`src/rtl/reg_rr_arbiter_pkg.sv`:
```
// rtl/reg_rr_arbiter_pkg.sv - shared types, constants and helpers for reg_rr_arbiter
package reg_rr_arbiter_pkg;

  typedef enum logic {
    IDLE = 1'b0,
    OWN  = 1'b1
  } state_t;

  localparam int WAIT_CNT_W = 16;
  localparam int MAX_REQ    = 8;
  localparam int MAX_IDX_W  = 3;

  // Widest one-hot vector; callers truncate to their own requester count.
  function automatic logic [MAX_REQ-1:0] onehot(input logic [MAX_IDX_W-1:0] idx);
    return MAX_REQ'(1) << idx;
  endfunction

endpackage

```
`src/rtl/reg_rr_arbiter_pick.sv`:
```
// rtl/reg_rr_arbiter_pick.sv - combinational rotate-priority picker (module rr_pick)
module rr_pick #(
  parameter int NUM_REQ = 4,
  parameter int IDX_W   = $clog2(NUM_REQ)
) (
  input  logic [NUM_REQ-1:0] req,
  input  logic [IDX_W-1:0]   ptr,
  output logic [IDX_W-1:0]   pick,
  output logic               any_req
);

  // Scan from the farthest candidate back to ptr so the lowest rotated
  // distance from ptr is the last (winning) assignment.
  always_comb begin
    logic [IDX_W-1:0] cand;
    pick    = '0;
    cand    = '0;
    any_req = |req;
    for (int i = NUM_REQ - 1; i >= 0; i--) begin
      cand = IDX_W'((int'(ptr) + i) % NUM_REQ);
      if (req[cand]) pick = cand;
    end
  end

endmodule

```
`src/rtl/reg_rr_arbiter.sv`:
```
// rtl/reg_rr_arbiter.sv - round-robin owner arbiter and write sequencer for one shared register (optional REG_RR_ARBITER_STATS_EN)
module reg_rr_arbiter
  import reg_rr_arbiter_pkg::*;
#(
  parameter int NUM_REQ  = 4,
  parameter int DATA_W   = 8,
  parameter int MAX_HOLD = 4,
  parameter int IDX_W    = $clog2(NUM_REQ)
) (
  input  logic                      clk,
  input  logic                      reset,
  input  logic [NUM_REQ-1:0]        req,
  input  logic [NUM_REQ*DATA_W-1:0] wr_data,
  input  logic                      clear,
  output logic [NUM_REQ-1:0]        gnt,
  output logic [IDX_W-1:0]          owner,
  output logic                      wr_ack,
  output logic                      busy,
  output logic [DATA_W-1:0]         q
`ifdef REG_RR_ARBITER_STATS_EN
  ,
  output logic [WAIT_CNT_W-1:0]     wait_cnt
`endif
);

  localparam int HOLD_W = $clog2(MAX_HOLD + 1);

  state_t              state, state_d;
  logic [NUM_REQ-1:0]  gnt_d;
  logic [IDX_W-1:0]    owner_d, ptr, ptr_d, pick, owner_inc;
  logic [HOLD_W-1:0]   hold_cnt, hold_d;
  logic                any_req;

  rr_pick #(
    .NUM_REQ (NUM_REQ),
    .IDX_W   (IDX_W)
  ) u_pick (
    .req     (req),
    .ptr     (ptr),
    .pick    (pick),
    .any_req (any_req)
  );

  assign busy      = (state == OWN);
  assign wr_ack    = (state == OWN) & req[owner] & ~reset;
  assign owner_inc = (owner == IDX_W'(NUM_REQ - 1)) ? '0 : owner + 1'b1;

  // Next-state: grant in IDLE, count writes and release in OWN.
  always_comb begin
    state_d = state;
    gnt_d   = gnt;
    owner_d = owner;
    ptr_d   = ptr;
    hold_d  = hold_cnt;
    case (state)
      IDLE: begin
        if (any_req) begin
          state_d = OWN;
          gnt_d   = NUM_REQ'(onehot(MAX_IDX_W'(pick)));
          owner_d = pick;
          hold_d  = '0;
        end
      end
      OWN: begin
        if (req[owner]) hold_d = hold_cnt + 1'b1;
        if (!req[owner] || hold_cnt == HOLD_W'(MAX_HOLD - 1)) begin
          state_d = IDLE;
          gnt_d   = '0;
          ptr_d   = owner_inc;
        end
      end
      default: state_d = IDLE;
    endcase
  end

  // Arbitration state register.
  always_ff @(posedge clk) begin
    if (reset) begin
      state    <= IDLE;
      gnt      <= '0;
      owner    <= '0;
      ptr      <= '0;
      hold_cnt <= '0;
    end else begin
      state    <= state_d;
      gnt      <= gnt_d;
      owner    <= owner_d;
      ptr      <= ptr_d;
      hold_cnt <= hold_d;
    end
  end

  // Shared register: clear wins over the owner's write.
  always_ff @(posedge clk) begin
    if (reset || clear) q <= '0;
    else if (wr_ack)    q <= wr_data[owner*DATA_W +: DATA_W];
  end

`ifdef REG_RR_ARBITER_STATS_EN
  // Saturating count of cycles where someone else is kept waiting.
  always_ff @(posedge clk) begin
    if (reset) wait_cnt <= '0;
    else if (state == OWN && (req & ~gnt) != '0 && wait_cnt != '1)
      wait_cnt <= wait_cnt + 1'b1;
  end
`else
  // No waiting statistics in this build.
`endif

endmodule
```
`config.mk`:
```
export PLATFORM = sky130hd
export DESIGN_NAME = reg_rr_arbiter
export DESIGN_NICKNAME = d
export VERILOG_FILES = /design/src/rtl/reg_rr_arbiter_pkg.sv /design/src/rtl/reg_rr_arbiter_pick.sv /design/src/rtl/reg_rr_arbiter.sv
export SDC_FILE = /design/constraint.sdc
export NUM_CORES = 1
export LEC_CHECK = 0
export BUFFER_PORTS_ARGS = -buffer_cell sky130_fd_sc_hd__buf_2
export CAP_MARGIN = 5
export CORE_ASPECT_RATIO = 0.7
export CORE_MARGIN = 4
export CORE_UTILIZATION = 40
export DETAILED_ROUTE_END_ITERATION = 16
export PLACE_DENSITY = 0.7
export SETUP_SLACK_MARGIN = 0.02
export SKIP_CTS_REPAIR_TIMING = 1
export SLEW_MARGIN = 30
export SYNTH_ARGS = -nofsm -noshare
export SYNTH_HDL_FRONTEND = slang
export SYNTH_SLANG_ARGS = --single-unit
```
`constraint.sdc`:
```
create_clock -name clk -period 4.47 [get_ports clk]
set_clock_uncertainty 0.2 [all_clocks]
set_input_delay 0.6705 -clock clk [delete_from_list [all_inputs] [get_ports clk]]
set_output_delay 0.6705 -clock clk [all_outputs]
set_load 0.03 [all_outputs]
```
==> flow_metrics.env, run 1 <==
export IMPL_core_area_sq_um=2800
export IMPL_wl_um=2840
export IMPL_cap_viol_max_count=0
export IMPL_setup_repair_after_global_routing_missed_its_margin="false"
export IMPL_via_count_of_the_first_global_routing_pass=998
export IMPL_hold_viol_final=0
export IMPL_antenna_diode_count=0
export IMPL_route_antenna_remaining_nets=0
export IMPL_fillers=271
export IMPL_syn_area_sq_um=1170
export IMPL_worst_hold_slack_ns=0.273
export IMPL_timing_worst_setup_path_type="reg2out"
export IMPL_synth_warning_count=0
export IMPL_finish_net_count=202
export IMPL_cts_bufs_inserted=3
export IMPL_synthDistinctLibCells=32
export IMPL_wl_per_cell_um=14.6
export IMPL_result_of_the_run="finished, final reports clean"
export IMPL_cts_clk_slew_worst_paths_ns=0.08
export IMPL_syn_instance_count=110
export IMPL_post_place_cells=191
export IMPL_port_buffer_count=54
export IMPL_multi_input_area_sq_um=703
export IMPL_gr_total_overflow=0
export IMPL_drt_iter0_drc=34
export IMPL_global_route_wire_length_before_repair_um=4490
export IMPL_synth_top_area_share_pct=34.1
export IMPL_initial_util_pct=41.9
export IMPL_power_leakage_uw=0.000700
export IMPL_worst_setup_path_start_kind="flop"
export IMPL_seq_area_sq_um=400
export IMPL_drt_pass1_iterations=4
export IMPL_fp_dieW_um=72.7
export IMPL_power_ir_vdd_worst_v=0.000229
export IMPL_number_of_setup_violations_in_the_final_report=0
export IMPL_worst_endpoint_arrival_ns=2.19
export IMPL_number_of_antenna_violations_at_the_first_check_in_global_routing=0
export IMPL_final_max_slew_violation_count=0
export IMPL_synth_ff_latch_count=20
export IMPL_cts_root_buf="clkbuf_8"
export IMPL_synth_top_area_cell="dfxtp_1"
export IMPL_die_height_um=53.3
export IMPL_layout_drive_gt1_share_pct=46.5
export IMPL_cp_max_fo=14
export IMPL_synth_seq_area_share_pct=34.1
export IMPL_track_usage_pct=14.9
export IMPL_detailedPlacementHpwl_um=2230
export IMPL_routed_via_density=5.40
export IMPL_clk_latency_ns=0.26
export IMPL_die_area_sq_um=3880
export IMPL_min_period_ns=3.06
export IMPL_post_synth_main_area_contributors="dfxtp_1 (34%), mux4_2 (17%), mux2i_1 (10%)"
export IMPL_design_power_total_uw=439
export IMPL_postSynthNetCount=152
export IMPL_core_rowCount=16
export IMPL_total_number_of_clock_tree_sinks=20
export IMPL_maximum_clock_frequency_mhz=327
export IMPL_async_s_r_ff_share_synth_pct=0
export IMPL_timing_critical_path_required_ns=3.60
export IMPL_relSlewSlack_pct=51.3
export IMPL_gpl_final_weighted_congestion=0.835
export IMPL_drt_drc_violations_left=0
export IMPL_synth_area_per_cell_sq_um=10.7
export IMPL_tritoncts="built"
export IMPL_post_route_period_util_pct=68.4
export IMPL_final_cells=195
export IMPL_grt_start_max_net_pins=20
export IMPL_area_delta_synth_final_pct=26.5
export IMPL_synth_edff_count=0
export IMPL_power_per_unit_of_standard_cell_area_nw_per_um2=295
export IMPL_cts_buffer_depth=2
export IMPL_setup_tns_final_ns=0
export IMPL_setup_worst_path_end_class="primary output"
export IMPL_max_slew_worst_pin_slew_ns=0.730
export IMPL_hp_class="reg2reg"
export IMPL_io_pin_count=55
export IMPL_number_of_levels_the_h_tree_was_split_into=1
export IMPL_yosys_most_used_dff="dfxtp_1"
export IMPL_route_vias_total=1053
sequential cells by signal, summed over array words and instances (netlist names):
register	cells
busy	1
gnt	4
hold_cnt	3
owner	2
ptr	2
q	8
per-layer routing:
layer  global-route usage [%]  up-vias  share of wire, %
met5                        0        -                 0
met4                     1.84        0              0.28
met3                     5.50        2               9.1
met2                     25.1       33                49
met1                     18.8      500                42
li1                         -      518                 -
stage by stage:
stage / util [%] / worst slack (ns) / area [sq um]
3_5_place_dp: 51.0 / 1.68 / 1430
2_1_floorplan: - / 1.94 / 1170
5_1_grt: 53.0 / 1.29 / 1490
4_1_cts: 53.0 / 1.40 / 1490
6_report: 53.0 / 1.41 / 1490
3_3_place_gp: 51.0 / 1.76 / 1430
layout by cell type, fill, tap and decap left out, drive strengths merged:
cell and instances:
nor4 2, and3b 1, nand3b 2, o41ai 3, dfxtp 20, nand4b 4, clkbuf 4, mux2i 12
ha 3, o22ai 1, a21oi 5, mux4 9, or2 3, nor2 14, a32o 2, nand3 2
o31ai 2, nand2b 2, and2 1, o21a 2, nand2 3, o21ba 1, inv 3, nor3 1
o221ai 2, buf 54, o22a 1
worst max-delay path, cell delays in order (launching register included):
cell and delay, ns:
dfxtp_1 0.76, mux4_2 0.64, nand3b_2 0.29, inv_1 0.06, buf_2 0.18
cell families (layout without fill, tap and decap cells):
group / after synthesis / count (layout) / synth area share (%)
simple gates: 35 / 35 / 16.3
buf+inv: 12 / 61 / 5.97
fa+ha+maj: 3 / 3 / 3.20
flops: 20 / 20 / 34.1
compound gates: 19 / 19 / 12.9
mux: 21 / 21 / 27.5
path summary, 6_finish.rpt:
kind         slack (ns)  cells past startpoint                   from                  end
max reg2reg        2.18                      4  owner[1]$_SDFFE_PP0P_    q[5]$_SDFFE_PP0P_
max                1.41                      4  owner[1]$_SDFFE_PP0P_               wr_ack
min reg2reg        0.27                      1    gnt[3]$_SDFFE_PP0P_  gnt[3]$_SDFFE_PP0P_
min                0.27                      1    gnt[3]$_SDFFE_PP0P_  gnt[3]$_SDFFE_PP0P_
where the power goes:
group          internal [uW]  total (uW)  switching, uW
clock                   78.3         139           60.4
sequential               186         200           13.5
combinational           50.0         100           50.0
Yosys cell counts, types with 2 or more instances:
library cell,instances
buf_4,2
mux4_2,9
o31ai_1,2
clkbuf_1,2
ha_1,3
nand2b_1,2
dfxtp_1,20
or2_2,3
o41ai_1,3
buf_6,2
mux2i_1,12
inv_1,3
nand3_1,2
o21a_1,2
nor4_1,2
nand4b_1,4
nand2_1,3
nor2_1,14
a21oi_1,5
buf_2,2
a32o_1,2
area by class of cell:
cell class / count / share of cell area [%]
clock buffers: 4 / 3.71
inverters: 3 / 0.758
repair buffers: 54 / 18.2
multi-input cells: 78 / 47.3
flip-flops and latches: 20 / 27.0
well taps: 36 / 3.03
Power figures use the tool's default switching activity.
==> run 2: changes to the inputs <==
==> constraint.sdc (replaced) <==
create_clock -name clk -period 3.15 [get_ports clk]
set_clock_uncertainty 0.2 [all_clocks]
set_input_delay 0.4725 -clock clk [delete_from_list [all_inputs] [get_ports clk]]
set_output_delay 0.4725 -clock clk [all_outputs]
set_load 0.03 [all_outputs]
==> run 2 against run 1 <==
Compared with the run above:
- flip-flop and latch count stayed put
- die area unchanged
- first-iteration DRC count grew 18%
- total power increased by 56%
- routed wire length is 3.7% higher
- largest cell class unchanged
- global-route usage increased by 0.79 points
- clock power is 83% higher
- highest routed layer unchanged
==> flow_metrics.env, run 2 (synthesis gave the netlist of run 1 again) <==
export IMPL_gpl_final_weighted_congestion=0.830
export IMPL_cts_root_buf="clkbuf_8"
export IMPL_post_dp_cell_area_sq_um=1450
export IMPL_hold_path_startpoint="gnt[3]$_SDFFE_PP0P_"
export IMPL_cts_clk_slew_worst_paths_ns=0.07
export IMPL_power_leakage_uw=0.000718
export IMPL_power_per_unit_of_standard_cell_area_nw_per_um2=451
export IMPL_drt_iter0_drc=40
export IMPL_gr_total_overflow=0
export IMPL_clk_latency_ns=0.26
export IMPL_timing_critical_path_required_ns=2.48
export IMPL_drt_drc_violations_left=0
export IMPL_die_height_um=53.3
export IMPL_initial_util_pct=41.9
export IMPL_max_slew_worst_pin_slew_ns=0.511
export IMPL_cap_viol_max_count=0
export IMPL_layout_common_cells="buf_2 (54), dfxtp_1 (20), nor2_1 (14)"
export IMPL_cpPeakStageDelay_ns=0.57
export IMPL_number_of_antenna_violations_at_the_first_check_in_global_routing=0
export IMPL_timing_worst_setup_path_type="reg2out"
export IMPL_total_number_of_clock_tree_sinks=20
export IMPL_cts_buffer_depth=2
export IMPL_drt_pass1_iterations=4
export IMPL_grt_start_max_net_pins=20
export IMPL_power_ir_vdd_worst_v=0.000318
export IMPL_via_count_of_the_first_global_routing_pass=1074
export IMPL_power_frac_seq_pct=40.1
export IMPL_track_usage_pct=15.7
export IMPL_core_rowCount=16
export IMPL_wl_per_cell_um=14.9
export IMPL_final_max_slew_violation_count=0
export IMPL_hold_path_end="gnt[3]$_SDFFE_PP0P_"
export IMPL_result_of_the_run="finished, final reports clean"
export IMPL_cts_bufs_inserted=3
export IMPL_worstReg2RegStart="hold_cnt[0]$_SDFFE_PP0P_"
export IMPL_worst_path_max_delay_cell="mux4_2"
export IMPL_setup_tns_final_ns=0
export IMPL_internal_power_uw=507
export IMPL_wl_um=2950
export IMPL_number_of_levels_the_h_tree_was_split_into=1
export IMPL_post_route_period_util_pct=81.2
export IMPL_fillers=256
export IMPL_route_antenna_remaining_nets=0
export IMPL_antenna_diode_count=0
export IMPL_mostFrequentLayoutCell="buf_2"
export IMPL_post_route_cell_area_sq_um=1520
export IMPL_hp_class="reg2reg"
export IMPL_maximum_clock_frequency_mhz=391
export IMPL_share_clk_of_total_power_pct=37.2
export IMPL_worst_setup_path_start_kind="flop"
export IMPL_timing_reg2reg_worst_path_depth=6
export IMPL_core_area_sq_um=2800
export IMPL_route_vias_total=1053
export IMPL_setup_repair_after_global_routing_missed_its_margin="false"
export IMPL_timing_hold_worst_path_depth=1
export IMPL_cp_cell_sequence="buf_4, mux4_2, nand3b_2, inv_1, buf_2"
export IMPL_netSwitchingPower_uw=177
export IMPL_worst_endpoint_arrival_ns=1.88
export IMPL_number_of_setup_violations_in_the_final_report=0
export IMPL_r2r_end="gnt[1]$_SDFFE_PP0P_"
export IMPL_layout_drive_gt1_share_pct=47.2
export IMPL_design_power_total_uw=684
export IMPL_setup_worst_path_end_class="primary output"
export IMPL_relSlewSlack_pct=65.6
export IMPL_cp_max_fo=14
export IMPL_area_delta_synth_final_pct=29.2
export IMPL_combPwrFrac_pct=22.7
export IMPL_die_area_sq_um=3880
export IMPL_hold_viol_final=0
export IMPL_tritoncts="built"
export IMPL_fp_dieW_um=72.7
export IMPL_multi_input_area_sq_um=703
export IMPL_register_with_the_highest_flop_count="q"
export IMPL_port_buffer_count=54
export IMPL_reg_top3="q: 8 flops, gnt: 4 flops, hold_cnt: 3 flops"
export IMPL_rrSetupSlack_ns=1.17
export IMPL_io_pin_count=55
export IMPL_finish_net_count=204
export IMPL_detailedPlacementHpwl_um=2280
export IMPL_min_period_ns=2.56
export IMPL_largest_register_ff_count=8
export IMPL_switching_share_pct=25.9
export IMPL_seq_area_sq_um=400
export IMPL_global_route_wire_length_before_repair_um=4720
export IMPL_routed_via_density=5.35
[run 2: changes by cell type in the layout (fill, tap and decap cells not counted)]
cell | previous run | this run
buf_4 | 0 | 2
bufinv_16 | 0 | 1
clkbuf_8 | 4 | 3
[run 2: power by group through the flow]
stage | logic [uW] | clock network [uW] | registers [uW]
detailed placement | 155 | 0 | 280
global placement | 151 | 0 | 279
global route | 169 | 274 | 276
finish | 155 | 255 | 274
CTS | 156 | 262 | 274
floorplan | 93.2 | 0 | 296
[run 2: worst max-delay path: cells and delay by family, from the launching register on]
| kind | cells | cell delay (ns) |
|---|---|---|
| flip-flops | 1 | 0.31 |
| buffers and inverters | 3 | 0.46 |
| multiplexers | 1 | 0.57 |
| AND/OR/NAND/NOR | 1 | 0.28 |
[run 2: how the worst max path moves through the flow]
| stage | from | endpoint | cells past startpoint |
|---|---|---|---|
| floorplan | owner[1]$_SDFFE_PP0P_ | wr_ack | 4 |
| global placement | req[3] | wr_ack | 5 |
| detailed placement | req[3] | wr_ack | 5 |
| CTS | owner[1]$_SDFFE_PP0P_ | wr_ack | 5 |
| global route | owner[1]$_SDFFE_PP0P_ | wr_ack | 5 |
| finish | owner[1]$_SDFFE_PP0P_ | wr_ack | 5 |
[run 2: final cells by class]
type / count / share of cell area, %
Inverter: 3 / 0.743
Clock buffer: 3 / 2.72
Tap cell: 36 / 2.97
Timing Repair Buffer: 56 / 18.8
Multi-Input combinational cell: 78 / 46.4
Sequential cell: 20 / 26.4
Clock inverter: 1 / 1.98
[run 2: metal layers]
layer / vias to the layer above / wire length [um] / GRT usage (%)
met3: 2 / 300 / 5.31
met1: 488 / 1190 / 18.2
met5: - / 0 / 0
met2: 44 / 1440 / 28.4
li1: 519 / - / -
met4: 0 / 13 / 2.76
[run 2: stage by stage]
stage / util, % / std cells / setup slack [ns] / hold WS [ns]
after detailed placement: 51.6 / 193 / 0.811 / 0.255
final: 54.1 / 197 / 0.593 / 0.283
after floorplan: - / 110 / 0.934 / 0.252
after global placement: 51.6 / 193 / 0.834 / 0.251
after global routing: 54.1 / 197 / 0.459 / 0.308
after CTS: 54.1 / 197 / 0.573 / 0.283
==> run 3: changes to the inputs <==
==> constraint.sdc (replaced) <==
create_clock -name clk -period 2.5 [get_ports clk]
set_clock_uncertainty 0.2 [all_clocks]
set_input_delay 0.375 -clock clk [delete_from_list [all_inputs] [get_ports clk]]
set_output_delay 0.375 -clock clk [all_outputs]
set_load 0.03 [all_outputs]
==> run 3 against run 2 <==
Compared with the run above:
- worst setup slack got worse by 0.27 ns
- routed wire length fell by 0.92%
- critical path depth fell by 1
- non-clock buffer count rose by 1
- global-route usage rose by 0.12 points
- clock-buffer cell count did not move
- cell count rose by 0.51%
- register-to-register slack got worse by 0.63 ns
- flip-flop and latch count did not move
- via count rose by 2.6%
- highest routed layer unchanged
==> flow_metrics.env, run 3 (synthesis gave the netlist of run 1 again) <==
export IMPL_detailedPlacementHpwl_um=2300
export IMPL_cts_bufs_inserted=3
export IMPL_relSlewSlack_pct=69.5
export IMPL_layout_common_cells="buf_2 (54), dfxtp_1 (20), nor2_1 (14)"
export IMPL_reg_top3="q: 8 flops, gnt: 4 flops, hold_cnt: 3 flops"
export IMPL_setup_tns_final_ns=0
export IMPL_track_usage_pct=15.8
export IMPL_cts_buffer_depth=2
export IMPL_post_route_cell_area_sq_um=1520
export IMPL_port_buffer_count=54
export IMPL_timing_worst_setup_path_type="reg2out"
export IMPL_tritoncts="built"
export IMPL_global_route_wire_length_before_repair_um=4770
export IMPL_worstReg2RegStart="hold_cnt[0]$_SDFFE_PP0P_"
export IMPL_final_max_slew_violation_count=0
export IMPL_hp_class="in2reg"
export IMPL_cts_root_buf="clkbuf_8"
export IMPL_finish_net_count=205
export IMPL_wl_per_cell_um=14.7
export IMPL_antenna_diode_count=0
export IMPL_drt_pass1_iterations=4
export IMPL_max_slew_worst_pin_slew_ns=0.454
export IMPL_timing_critical_path_required_ns=1.92
export IMPL_worst_setup_path_start_kind="flop"
export IMPL_hold_viol_final=0
export IMPL_gr_total_overflow=0
export IMPL_setup_worst_path_end_class="primary output"
export IMPL_drt_drc_violations_left=0
export IMPL_die_area_sq_um=3880
export IMPL_number_of_antenna_violations_at_the_first_check_in_global_routing=0
export IMPL_layout_drive_gt1_share_pct=47.5
export IMPL_worst_endpoint_arrival_ns=1.61
export IMPL_route_vias_total=1080
export IMPL_min_period_ns=2.18
export IMPL_rrSetupSlack_ns=0.54
export IMPL_number_of_levels_the_h_tree_was_split_into=1
export IMPL_mostFrequentLayoutCell="buf_2"
export IMPL_r2r_end="gnt[1]$_SDFFE_PP0P_"
export IMPL_power_ir_vdd_worst_v=0.000338
export IMPL_via_count_of_the_first_global_routing_pass=1081
export IMPL_cts_clk_slew_worst_paths_ns=0.08
export IMPL_cap_viol_max_count=0
export IMPL_wl_um=2920
export IMPL_die_height_um=53.3
export IMPL_largest_register_ff_count=8
export IMPL_timing_hold_worst_path_depth=2
export IMPL_design_power_total_uw=875
export IMPL_gpl_final_weighted_congestion=0.820
export IMPL_core_rowCount=16
export IMPL_fp_dieW_um=72.7
export IMPL_initial_util_pct=41.9
export IMPL_area_delta_synth_final_pct=29.9
export IMPL_cp_max_fo=9
export IMPL_clk_latency_ns=0.27
export IMPL_post_route_period_util_pct=87.3
export IMPL_post_dp_cell_area_sq_um=1450
export IMPL_grt_start_max_net_pins=20
export IMPL_power_per_unit_of_standard_cell_area_nw_per_um2=574
export IMPL_setup_repair_after_global_routing_missed_its_margin="false"
export IMPL_routed_via_density=5.45
export IMPL_crit_start="owner[0]$_SDFFE_PP0P_"
export IMPL_register_with_the_highest_flop_count="q"
export IMPL_timing_reg2reg_worst_path_depth=6
export IMPL_result_of_the_run="finished, final reports clean"
export IMPL_io_pin_count=55
export IMPL_maximum_clock_frequency_mhz=458
export IMPL_route_antenna_remaining_nets=0
export IMPL_drt_iter0_drc=55
export IMPL_core_area_sq_um=2800
export IMPL_total_number_of_clock_tree_sinks=20
export IMPL_power_leakage_uw=0.000722
export IMPL_number_of_setup_violations_in_the_final_report=0
export IMPL_setup_worst_path_end="wr_ack"
run 3: layout make-up:
type                    instances  area (sq um)
clock buffers                   3          41.3
clock inverters                 1          30.0
fillers                       266          1280
inverters                       3          11.3
multi-input cells              78           703
flip-flops and latches         20           400
well taps                      36          45.0
repair buffers                 57           293
run 3: worst min path at each step:
stage / start / endpoint / slack, ns
4_1_cts: reset / busy$_SDFF_PP0_ / 0.25
2_1_floorplan: hold_cnt[1]$_SDFFE_PP0P_ / hold_cnt[1]$_SDFFE_PP0P_ / 0.25
6_report: reset / busy$_SDFF_PP0_ / 0.26
5_1_grt: reset / busy$_SDFF_PP0_ / 0.27
3_3_place_gp: gnt[3]$_SDFFE_PP0P_ / gnt[3]$_SDFFE_PP0P_ / 0.25
3_5_place_dp: gnt[3]$_SDFFE_PP0P_ / gnt[3]$_SDFFE_PP0P_ / 0.26
run 3: worst max-delay path: stages (launching register included):
cell,delay [ns]
dfxtp_1,0.60
mux4_2,0.42
nand3b_2,0.11
inv_1,0.04
buf_2,0.17
run 3: where the power goes:
part | internal [uW] | switching [uW]
Combinational | 93.2 | 99.7
Clock | 214 | 118
Sequential | 333 | 16.4
Total | 640 | 234
run 3: routing by layer:
| layer | wire [um] | GRT usage [%] | up-vias | part of all wire [%] |
|---|---|---|---|---|
| li1 | - | - | 523 | - |
| met1 | 1260 | 19.7 | 509 | 43 |
| met2 | 1360 | 26.2 | 43 | 47 |
| met3 | 270 | 5.69 | 5 | 9.3 |
| met4 | 23 | 3.68 | 0 | 0.79 |
| met5 | 0 | 0 | - | 0 |
run 3: through the flow:
stage                     hold slack, ns  util [%]  std cells  setup slack, ns
after floorplan                    0.252         -        110            0.381
after global placement             0.249      51.8        194            0.577
after detailed placement           0.260      51.8        194            0.552
after CTS                          0.248      54.4        198            0.292
after global routing               0.269      54.4        198            0.192
final                              0.255      54.4        198            0.319
